## config.mk

```make
export PLATFORM = sky130hd
export DESIGN_NAME = uart_rx_bit_timer
export DESIGN_NICKNAME = d
export VERILOG_FILES = /design/src/rtl/uart_rx_bit_timer.sv
export SDC_FILE = /design/constraint.sdc
export NUM_CORES = 1
export LEC_CHECK = 0
export CAP_MARGIN = 40
export CORE_AREA = 5 5 49 51
export DETAILED_ROUTE_END_ITERATION = 7
export DIE_AREA = 0 0 54 56
export HOLD_SLACK_MARGIN = 0.02
export PLACE_DENSITY_LB_ADDON = 0.08
export SYNTH_ARGS = -nofsm -noshare
export SYNTH_HDL_FRONTEND = slang
export SYNTH_SLANG_ARGS = --single-unit
```

## constraint.sdc

```tcl
create_clock -name clk -period 3.2 [get_ports clk]
set_clock_uncertainty 0.15 [all_clocks]
set_input_delay 0.96 -clock clk [delete_from_list [all_inputs] [get_ports clk]]
set_output_delay 0.96 -clock clk [all_outputs]
set_load 0.02 [all_outputs]
```

## src/rtl/uart_rx_bit_timer.sv

```systemverilog
// UART receive bit-timing engine: start detection and validation, mid-bit data strobes, stop-bit check.
// Define UART_RX_PARITY_EN to insert a parity bit slot; this adds the parity_slot output.
module uart_rx_bit_timer #(
  parameter int OVERSAMPLE = 16,
  parameter int DATA_BITS  = 8
) (
  input  logic                          clk,
  input  logic                          reset,
  input  logic                          count_ENABLE,
  input  logic                          sample_ENABLE,
  input  logic                          rx_line,
  output logic [$clog2(OVERSAMPLE)-1:0] sample_counter,
  output logic [$clog2(DATA_BITS)-1:0]  bit_index,
  output logic                          sample_strobe,
  output logic                          busy,
  output logic                          frame_done,
  output logic                          start_error,
  output logic                          stop_error
`ifdef UART_RX_PARITY_EN
  ,
  output logic                          parity_slot
`endif
);

  localparam int CW = $clog2(OVERSAMPLE);
  localparam int BW = $clog2(DATA_BITS);
  localparam logic [CW-1:0] MID      = CW'(OVERSAMPLE / 2);
  localparam logic [CW-1:0] LAST     = CW'(OVERSAMPLE - 1);
  localparam logic [BW-1:0] LAST_BIT = BW'(DATA_BITS - 1);

  typedef enum logic [2:0] {IDLE, START, DATA, PARITY, STOP} state_t;

`ifdef UART_RX_PARITY_EN
  localparam state_t AFTER_DATA = PARITY;
`else
  localparam state_t AFTER_DATA = STOP;
`endif

  state_t state;
  logic   at_mid;
  logic   at_wrap;

  assign at_mid  = (sample_counter == MID);
  assign at_wrap = (sample_counter == LAST);

  always_ff @(posedge clk or posedge reset) begin
    if (reset) begin
      state          <= IDLE;
      sample_counter <= '0;
      bit_index      <= '0;
      sample_strobe  <= 1'b0;
      busy           <= 1'b0;
      frame_done     <= 1'b0;
      start_error    <= 1'b0;
      stop_error     <= 1'b0;
`ifdef UART_RX_PARITY_EN
      parity_slot    <= 1'b0;
`endif
    end else begin
      sample_strobe <= 1'b0;
      frame_done    <= 1'b0;
      start_error   <= 1'b0;
      stop_error    <= 1'b0;
`ifdef UART_RX_PARITY_EN
      parity_slot   <= 1'b0;
`endif
      if (!count_ENABLE) begin
        state          <= IDLE;
        sample_counter <= '0;
        bit_index      <= '0;
        busy           <= 1'b0;
      end else if (sample_ENABLE) begin
        if (state == IDLE) begin
          // The detecting tick counts as tick 0 of the start bit.
          if (!rx_line) begin
            state          <= START;
            sample_counter <= CW'(1);
            bit_index      <= '0;
            busy           <= 1'b1;
          end
        end else begin
          sample_counter <= at_wrap ? '0 : sample_counter + 1'b1;
          case (state)
            START: begin
              if (at_mid && rx_line) begin
                start_error    <= 1'b1;
                state          <= IDLE;
                sample_counter <= '0;
                busy           <= 1'b0;
              end else if (at_wrap) begin
                state     <= DATA;
                bit_index <= '0;
              end
            end
            DATA: begin
              if (at_mid) sample_strobe <= 1'b1;
              // bit_index stays on the last data bit once DATA is left.
              if (at_wrap) begin
                if (bit_index == LAST_BIT) state <= AFTER_DATA;
                else bit_index <= bit_index + 1'b1;
              end
            end
            PARITY: begin
              if (at_mid) begin
                sample_strobe <= 1'b1;
`ifdef UART_RX_PARITY_EN
                parity_slot   <= 1'b1;
`endif
              end
              if (at_wrap) state <= STOP;
            end
            STOP: begin
              // Leave at mid-bit so a start edge in the stop bit's second half is caught.
              if (at_mid) begin
                frame_done     <= 1'b1;
                stop_error     <= ~rx_line;
                state          <= IDLE;
                sample_counter <= '0;
                busy           <= 1'b0;
              end
            end
            default: begin
              state          <= IDLE;
              sample_counter <= '0;
              busy           <= 1'b0;
            end
          endcase
        end
      end
    end
  end

endmodule

```

==> After elaboration in Yosys (flattened, before gate mapping) <==
Cells that the tools add are included.
{ "classes": {"order_cmp": 0, "div_mod_pow": 0, "bitwise": 1, "eq_ne": 20, "n_addsub": 2, "muxes": 54, "mul": 0, "shift": 0, "reduce_logical": 7} }
{ "op_table": {"columns": ["op", "n"], "rows": [
  ["$mux 3", 18],
  ["$ne 4x4->1 const B", 8],
  ["$mux 4", 7],
  ["$mux 1", 25],
  ["$reduce_and 7->1", 2],
  ["$pmux 3 s4", 1],
  ["$pmux 4 s3", 1],
  ["$eq 4x4->1 const B", 2],
  ["$eq 3x2->1 const B", 2],
  ["$eq 3x3->1 const B", 2],
  ["$pmux 3 s2", 1],
  ["$ne 5x5->1 const B", 1],
  ["$reduce_and 5->1", 1],
  ["$add 4x1->4 const B", 1],
  ["$ne 4x1->1 const B", 1],
  ["$add 3x1->3 const B", 1],
  ["$eq 3x1->1 const B", 1],
  ["$logic_not 3->1", 1],
  ["$ne 3x2->1 const B", 1],
  ["$ne 3x3->1 const B", 1],
  ["$pmux 1 s3", 1],
  ["$ne 2x1->1 const B", 1],
  ["$reduce_and 2->1", 1],
  ["$reduce_or 2->1", 1],
  ["other kinds (2)", 2]
]} }
{ "totals": {"regBits": 15, "mem_bits_rw": 0, "output_inout_bits": 12, "rom_bits": 0, "inputBits": 5, "memories": 0, "latch_bits": 0} }

==> Depth between registers and ports, before layout <==
Gate-level depths: netlist of run 1.
{ "depth": {"word_depth": 7, "depth_mapped": 7, "mapped_depth_nobuf": 6} }

==> Worst setup path before layout of run 1 <==
Ideal clock, no wire load.
{ "synth_timing": {"kind": "input to register", "start": "input port count_ENABLE", "end": "register state[2]", "stages": 4, "path_slack_ns": 0.966, "setup_time_ns": 0.125, "arrival_ns": 1.959, "cell_sequence": "clkbuf_1 > a31o_2 > a221oi_2 > mux2_2"} }
{ "synth_via": {"elab_chain_cells": 2} }
{ "synth_rtl": {"columns": ["item", "line", "text"], "rows": [
  ["start: declaration", "9", "input logic count_ENABLE,"],
  ["$ne 5x5->1 (no source line), or another cell as far along", null, null],
  ["$reduce_and 7->1 (no source line)", null, null],
  ["end signal: assignment", "48", "state <= IDLE;"],
  ["end signal: assignment", "68", "state <= IDLE;"],
  ["end signal: assignment", "76", "state <= START;"],
  ["end: declaration", "39", "state_t state;"]
]} }
Parallel ways exist; a longest one is shown, timed or not.
A chain may end at the register's enable or synchronous reset.

==> Worst setup path after layout of run 1 <==
Same ends and word-level chain as after synthesis.

==> results of run 1 <==
## sequential cells by signal, summed over array words and instances, names as in the netlist
name	count
sample_strobe	1
start_error	1
frame_done	1
sample_counter	4
bit_index	3
stop_error	1
busy	1
state	3
## worst max-delay path, stage by stage
cell and delay [ns]:
clkdlybuf4s50_1 0.58, buf_4 0.24, a31o_2 0.26, a221oi_2 0.22, mux2_2 0.36
## cell type report
| cell class | count | area, um2 | area share (%) |
|---|---|---|---|
| sequential | 15 | 375.4 | 31.75 |
| clock buffer | 4 | 26.28 | 2.222 |
| tap | 27 | 33.78 | 2.857 |
| inverter | 13 | 48.80 | 4.127 |
| timing repair buffer | 17 | 167.7 | 14.18 |
| multi-input combinational | 73 | 530.5 | 44.87 |
## power by group through the flow
| stage | logic, uW | clock network [uW] | registers [uW] |
|---|---|---|---|
| 2_1_floorplan | 37.2 | 0 | 202 |
| 3_3_place_gp | 55.4 | 0 | 202 |
| 3_5_place_dp | 56.6 | 0 | 202 |
| 4_1_cts | 57.1 | 108 | 198 |
| 5_1_grt | 63.0 | 113 | 199 |
| 6_report | 57.2 | 104 | 198 |
## worst max path at each step
stage / startpoint / to / slack, ns / cells after the start
after floorplan: count_ENABLE / state[2] / 0.97 / 4
after global placement: count_ENABLE / state[2] / 0.38 / 5
after detailed placement: count_ENABLE / state[2] / 0.34 / 5
after CTS: count_ENABLE / state[2] / 0.63 / 5
after global routing: count_ENABLE / state[2] / 0.57 / 5
final: count_ENABLE / state[2] / 0.60 / 5
## placed cells by master, fill, tap and decap left out, types with 2 or more instances in the layout
cell,instances
nor4_1,2
o22ai_1,2
dfrtp_1,15
clkdlybuf4s50_1,16
o21ai_0,6
nand2_1,8
o311ai_0,2
nor2_1,5
nor3_1,2
o211ai_1,2
nand3_1,4
inv_1,13
mux2i_1,3
ha_1,4
clkbuf_4,3
a21oi_1,6
nand4_1,2
or3b_4,2
a31oi_1,2
## through the flow
| stage | worst slack, ns | util (%) |
|---|---|---|
| 2_1_floorplan | 0.9659 | - |
| 3_3_place_gp | 0.3818 | 60.79 |
| 3_5_place_dp | 0.3367 | 60.79 |
| 4_1_cts | 0.6276 | 62.17 |
| 5_1_grt | 0.5686 | 62.17 |
| 6_report | 0.6009 | 62.17 |
## cell usage after synthesis (all sizes together) (3+ instances only)
library cell,instances,area [um2]
inv,13,48.80
dfrtp,15,375.4
nand3,4,20.02
nand4,3,25.02
buf,4,31.27
mux2i,3,30.03
nand2,8,30.03
a31oi,3,25.02
nor2,5,18.77
a21oi,6,30.03
nor3,3,20.02
o21ai,6,30.03
ha,4,50.05
## kinds of logic after synthesis
family | count (synthesis)
compound gates | 28
simple gates | 37
fa+ha+maj | 4
mux | 4
flops | 15
buf+inv | 18
## routing by layer
metal,up-vias,wire [um]
li1,423,-
met1,399,986
met2,19,1055
met3,2,132
met4,0,13
met5,-,0
==> out/qor.csv, run 1 <==
metric,value,unit
Period minus WS final,2.599,ns
CTS Buf Count,3,
gr usage total,15.96,%
Tightest Pin Transition,0.5835,ns
post-route cell area,1182,um2
1st-pass router iterations,4,
reg2reg start,sample_counter[0],
global-route wire length before repair,3.726,mm
drt total wl,2.188,mm
Clock power frac,29.0,%
Crit. End Element,register,
initial antenna violation count,0,
Worst R2R End,state[2],
dpl cell area,1156,um2
drt drc,0,
met3 GRT Util,5.094,%
Cells after Synth,106,
violation count after the first detailed-route iteration,21,
ys flop type,dfrtp_1,
Setup Crit Path Kind,primary input to register,
Max transition margin,61.06,%
adder-cell share of the synthesized area,5.057,%
vias in the first global route,873,
I/O pin cnt,17,
total power,359.6,uW
Syn-to-layout area delta,19.47,%
CTS H-tree depth,1,
met2 Use GR,26.12,%
Fin. Hold Viols,0,
VDD IR max,0.2925,mV
Finished Layout Cells,149,
RSZ-0062 raised after global routing,no,
part of the power in registers,55.1,%
switching pwr,93.78,uW
Synth Area in XOR/XNOR,0,%
Clock Tree Buf Depth,2,
worst reg2reg path depth,6,
Cells after DPL,145,
simple-gate share of the synthesized area,23.14,%
GRT Max-Usage Layer,met2,
multiplexer share of the synthesized area,4.172,%
worst skew pair latency,0.28,ns
largest net degree at the start of global routing,16,
Port Buffers,16,
GR Util met1,20.13,%
Avg Inst Size Synth,9.337,um2
Max Slew Vio Count,0,
n_diodes,0,
mapped cell area,989.7,um2
Placeable Area,1902,um2
Final setup viols,0,
YS warnings,0,
switching share of power,26.08,%
GRT Residual Overflow,0,
count of state elements after synthesis,15,
Post-CTS Resized,0,
worst reg2reg setup slack,1.17,ns
RePlAce Congestion,0.8776,
Async SR Flop Fraction,100.0,%
die width,54,um
# fillers,167,
clock-pin slew on the worst setup and hold paths,0.08,ns
DR vias,843,
Hold Crit Start,bit_index[2],
Routed WL per cell,14.68,um
internal power,265.8,uW
Min-Delay Path Depth,2,
hold slack,0.4098,ns
Unique masters post-synth,42,
share of cells above drive strength 1,13.11,%
Combinational Power Share,15.9,%
clock root buffer,clkbuf_4,
routed vias/inst,5.658,
outcome,completed,
Die Ht,56,um
Final HPWL DP,1.625,mm
Post-synth EDFFs,0,
CP max FO,9,
Synth Net Count,115,
Starting Density,52.04,%
antenna violation net count after detailed routing,0,
# hold bufs at CTS,0,
nets,132,
PD cells,304.1,nW/um2
f_max,384.8,MHz
"Seq/Total Area, Yosys",37.93,%
Worst setup SP type,primary input,
MaxCap Viol Count,0,
"Setup Fix Bufs, Post-CTS",0,
post-synthesis compound-gate area fraction,21.24,%
DIE AREA,3024,um2
TritonCTS Sinks,15,
Hold Crit Class,register to register,
row count,16,
largest family of logic cells by synthesized area,simple AND/OR/NAND/NOR gates,
crit path DAT,2.62,ns
CP Data Required Time,3.22,ns
CTS tree,yes,
final worst path period share,81.22,%
total negative slack,0,ns
leakage,0.0004954,uW
hold endpoint,bit_index[2],
Note: power is estimated with default switching activity, not from simulation.
==> run 2, diff against run 1 <==
--- a/config.mk
+++ b/config.mk
@@ -6,9 +6,9 @@
 export NUM_CORES = 1
 export LEC_CHECK = 0
 export CAP_MARGIN = 40
-export CORE_AREA = 5 5 49 51
+export CORE_AREA = 5 5 53 55
 export DETAILED_ROUTE_END_ITERATION = 7
-export DIE_AREA = 0 0 54 56
+export DIE_AREA = 0 0 58 60
 export HOLD_SLACK_MARGIN = 0.02
 export PLACE_DENSITY_LB_ADDON = 0.08
 export SYNTH_ARGS = -nofsm -noshare
==> constraint.sdc (replaced) <==
create_clock -name clk -period 2.3 [get_ports clk]
set_clock_uncertainty 0.15 [all_clocks]
set_input_delay 0.69 -clock clk [delete_from_list [all_inputs] [get_ports clk]]
set_output_delay 0.69 -clock clk [all_outputs]
set_load 0.02 [all_outputs]
==> run 2 against run 1 <==
Wire length rose by 10%. Clock power increased by 52%. Hold slack lost 0.0069 ns. Critical path depth down 4. Sequential cell count unchanged. Sequential power grew 39%. Count of clock-buffer cells in the layout did not move. Sequential share of layout area down 2.4 points. Non-clock buffer count rose by 12.
==> out/qor.csv, run 2 (same netlist as run 1, synthesis figures left out) <==
metric,value,unit,change
Hold Crit Class,register to register,,unchanged
die width,58,um,was 54 um
drt drc,0,,unchanged
1st-pass router iterations,4,,unchanged
clock root buffer,clkbuf_4,,unchanged
final worst path period share,95.85,%,
f_max,453.6,MHz,
PD cells,413.7,nW/um2,was 304.1 nW/um2
Largest register FFs,4,,unchanged
Max Slew Vio Count,0,,unchanged
I/O pin cnt,17,,unchanged
Clock Tree Buf Depth,2,,unchanged
worst skew pair latency,0.29,ns,was 0.28 ns
CP peak stage delay,0.64,ns,was 0.58 ns
Setup WS post-layout,0.09543,ns,was 0.6009 ns
Final setup viols,0,,unchanged
Placeable Area,2342,um2,was 1902 um2
VDD IR max,0.2602,mV,was 0.2925 mV
vias in the first global route,905,,was 873
internal power,382.4,uW,was 265.8 uW
global-route wire length before repair,4.112,mm,was 3.726 mm
Syn-to-layout area delta,29.20,%,was 19.47%
Setup Crit Path Kind,register to primary output,,was primary input to register
"Setup Fix Bufs, Post-CTS",0,,unchanged
nets,144,,was 132
Clock power frac,29.9,%,was 29.0%
Die Ht,60,um,was 56 um
gr usage total,15.65,%,was 15.96%
CTS Buf Count,3,,unchanged
switching share of power,27.72,%,was 26.08%
# hold bufs at CTS,0,,unchanged
CP max FO,7,,was 9
worst path cell trace,clkdlybuf4s50_1,,was clkdlybuf4s50_1 > buf_4 > a31o_2 > a221oi_2 > mux2_2
largest net degree at the start of global routing,16,,unchanged
initial antenna violation count,0,,unchanged
CTS tree,yes,,unchanged
Combinational Power Share,17.9,%,was 15.9%
CP Data Required Time,1.46,ns,was 3.22 ns
highest-count cells in the layout ignoring fill and taps,"15 x dfrtp_1, 15 x clkdlybuf4s50_1, 13 x inv_1, 13 x buf_4, 8 x nand2_1",,"was 16 x clkdlybuf4s50_1, 15 x dfrtp_1, 13 x inv_1, 8 x nand2_1"
routed vias/inst,5.585,,was 5.658
GRT Residual Overflow,0,,unchanged
hold slack,0.4029,ns,was 0.4098 ns
row count,18,,was 16
Final HPWL DP,1.828,mm,was 1.625 mm
antenna violation net count after detailed routing,0,,unchanged
RSZ-0062 raised after global routing,no,,unchanged
part of the power in registers,52.2,%,was 55.1%
outcome,completed,,unchanged
DIE AREA,3480,um2,was 3024 um2
leakage,0.0005735,uW,was 0.0004954 uW
Setup WS pre-CTS,-0.1259,ns,was 0.3367 ns
largest register by flop count,sample_counter,,unchanged
RePlAce Congestion,0.8957,,was 0.8776
Routed WL per cell,14.71,um,was 14.68 um
Max transition margin,69.79,%,was 61.06%
n_diodes,0,,unchanged
Top delay family on crit path,buffers and inverters,,unchanged
clock-pin slew on the worst setup and hold paths,0.09,ns,was 0.08 ns
Starting Density,42.25,%,was 52.04%
crit path DAT,1.36,ns,was 2.62 ns
"Slowest-stage cell, CP",clkdlybuf4s50_1,,unchanged
Crit. End Element,primary output,,was register
Fin. Hold Viols,0,,unchanged
share of cells above drive strength 1,20.90,%,was 13.11%
drt total wl,2.412,mm,was 2.188 mm
CP bufs+invs,1,,was 2
violation count after the first detailed-route iteration,28,,was 21
total negative slack,0,ns,unchanged
Largest regs,"sample_counter x4, bit_index x3, state x3",,unchanged
Port Buffers,16,,unchanged
MaxCap Viol Count,0,,unchanged
TritonCTS Sinks,15,,unchanged
DR vias,916,,was 843
CTS H-tree depth,1,,unchanged
Period minus WS final,2.205,ns,
switching pwr,146.7,uW,was 93.78 uW
Post-CTS Resized,0,,unchanged
Tightest Pin Transition,0.4532,ns,was 0.5835 ns
Worst setup SP type,register,,was primary input
[run 2: cell count changes in the layout (fill, tap and decap cells not counted), sizes merged]
cell	delta
clkdlybuf4s50	-1
dlymetal6s2s	+1
buf	+12
[run 2: stage by stage]
stage                     cell area, um2  util [%]  cells  total power (uW)
final                               1279     54.59    164             529.0
after detailed placement            1250     53.37    160             376.3
after global routing                1279     54.59    164             557.1
after global placement              1250     53.37    160             376.0
after floorplan                    989.7         -    106             332.5
after CTS                           1276     54.49    164             531.3
[run 2: routing by layer]
layer	routed length [um]	GRT usage [%]	share of wire [%]	up-vias
met4	87	9.934	3.6	0
met5	0	0	0	-
met3	137	2.592	5.7	8
met1	1038	19.42	43	431
li1	-	-	-	443
met2	1148	25.16	48	34
[run 2: area by class of cell]
| type | instances | area (um2) |
|---|---|---|
| fillers | 236 | 1064 |
| multi-input cells | 73 | 530.5 |
| flip-flops and latches | 15 | 375.4 |
| repair buffers | 29 | 260.3 |
| inverters | 13 | 48.80 |
| well taps | 30 | 37.54 |
| clock buffers | 4 | 26.28 |
[run 2: worst paths after layout]
check                                  start                end  slack, ns  depth (start not counted)
max                        sample_counter[2]  sample_counter[2]        0.1                          1
min                             bit_index[1]       bit_index[1]       0.40                          2
max reg2reg                         state[0]       bit_index[0]       0.29                          4
min reg2reg                     bit_index[1]       bit_index[1]       0.40                          2
max in group asynchronous              reset  sample_counter[3]       1.28                          3
min in group asynchronous              reset           state[1]       0.55                          3
[run 2: power by group through the flow]
stage / Sequential [uW] / Clock [uW] / Combinational (uW)
floorplan: 281 / 0 / 51.8
global placement: 281 / 0 / 95.1
detailed placement: 281 / 0 / 95.5
CTS: 276 / 160 / 95.8
global route: 277 / 175 / 105
finish: 276 / 158 / 94.9
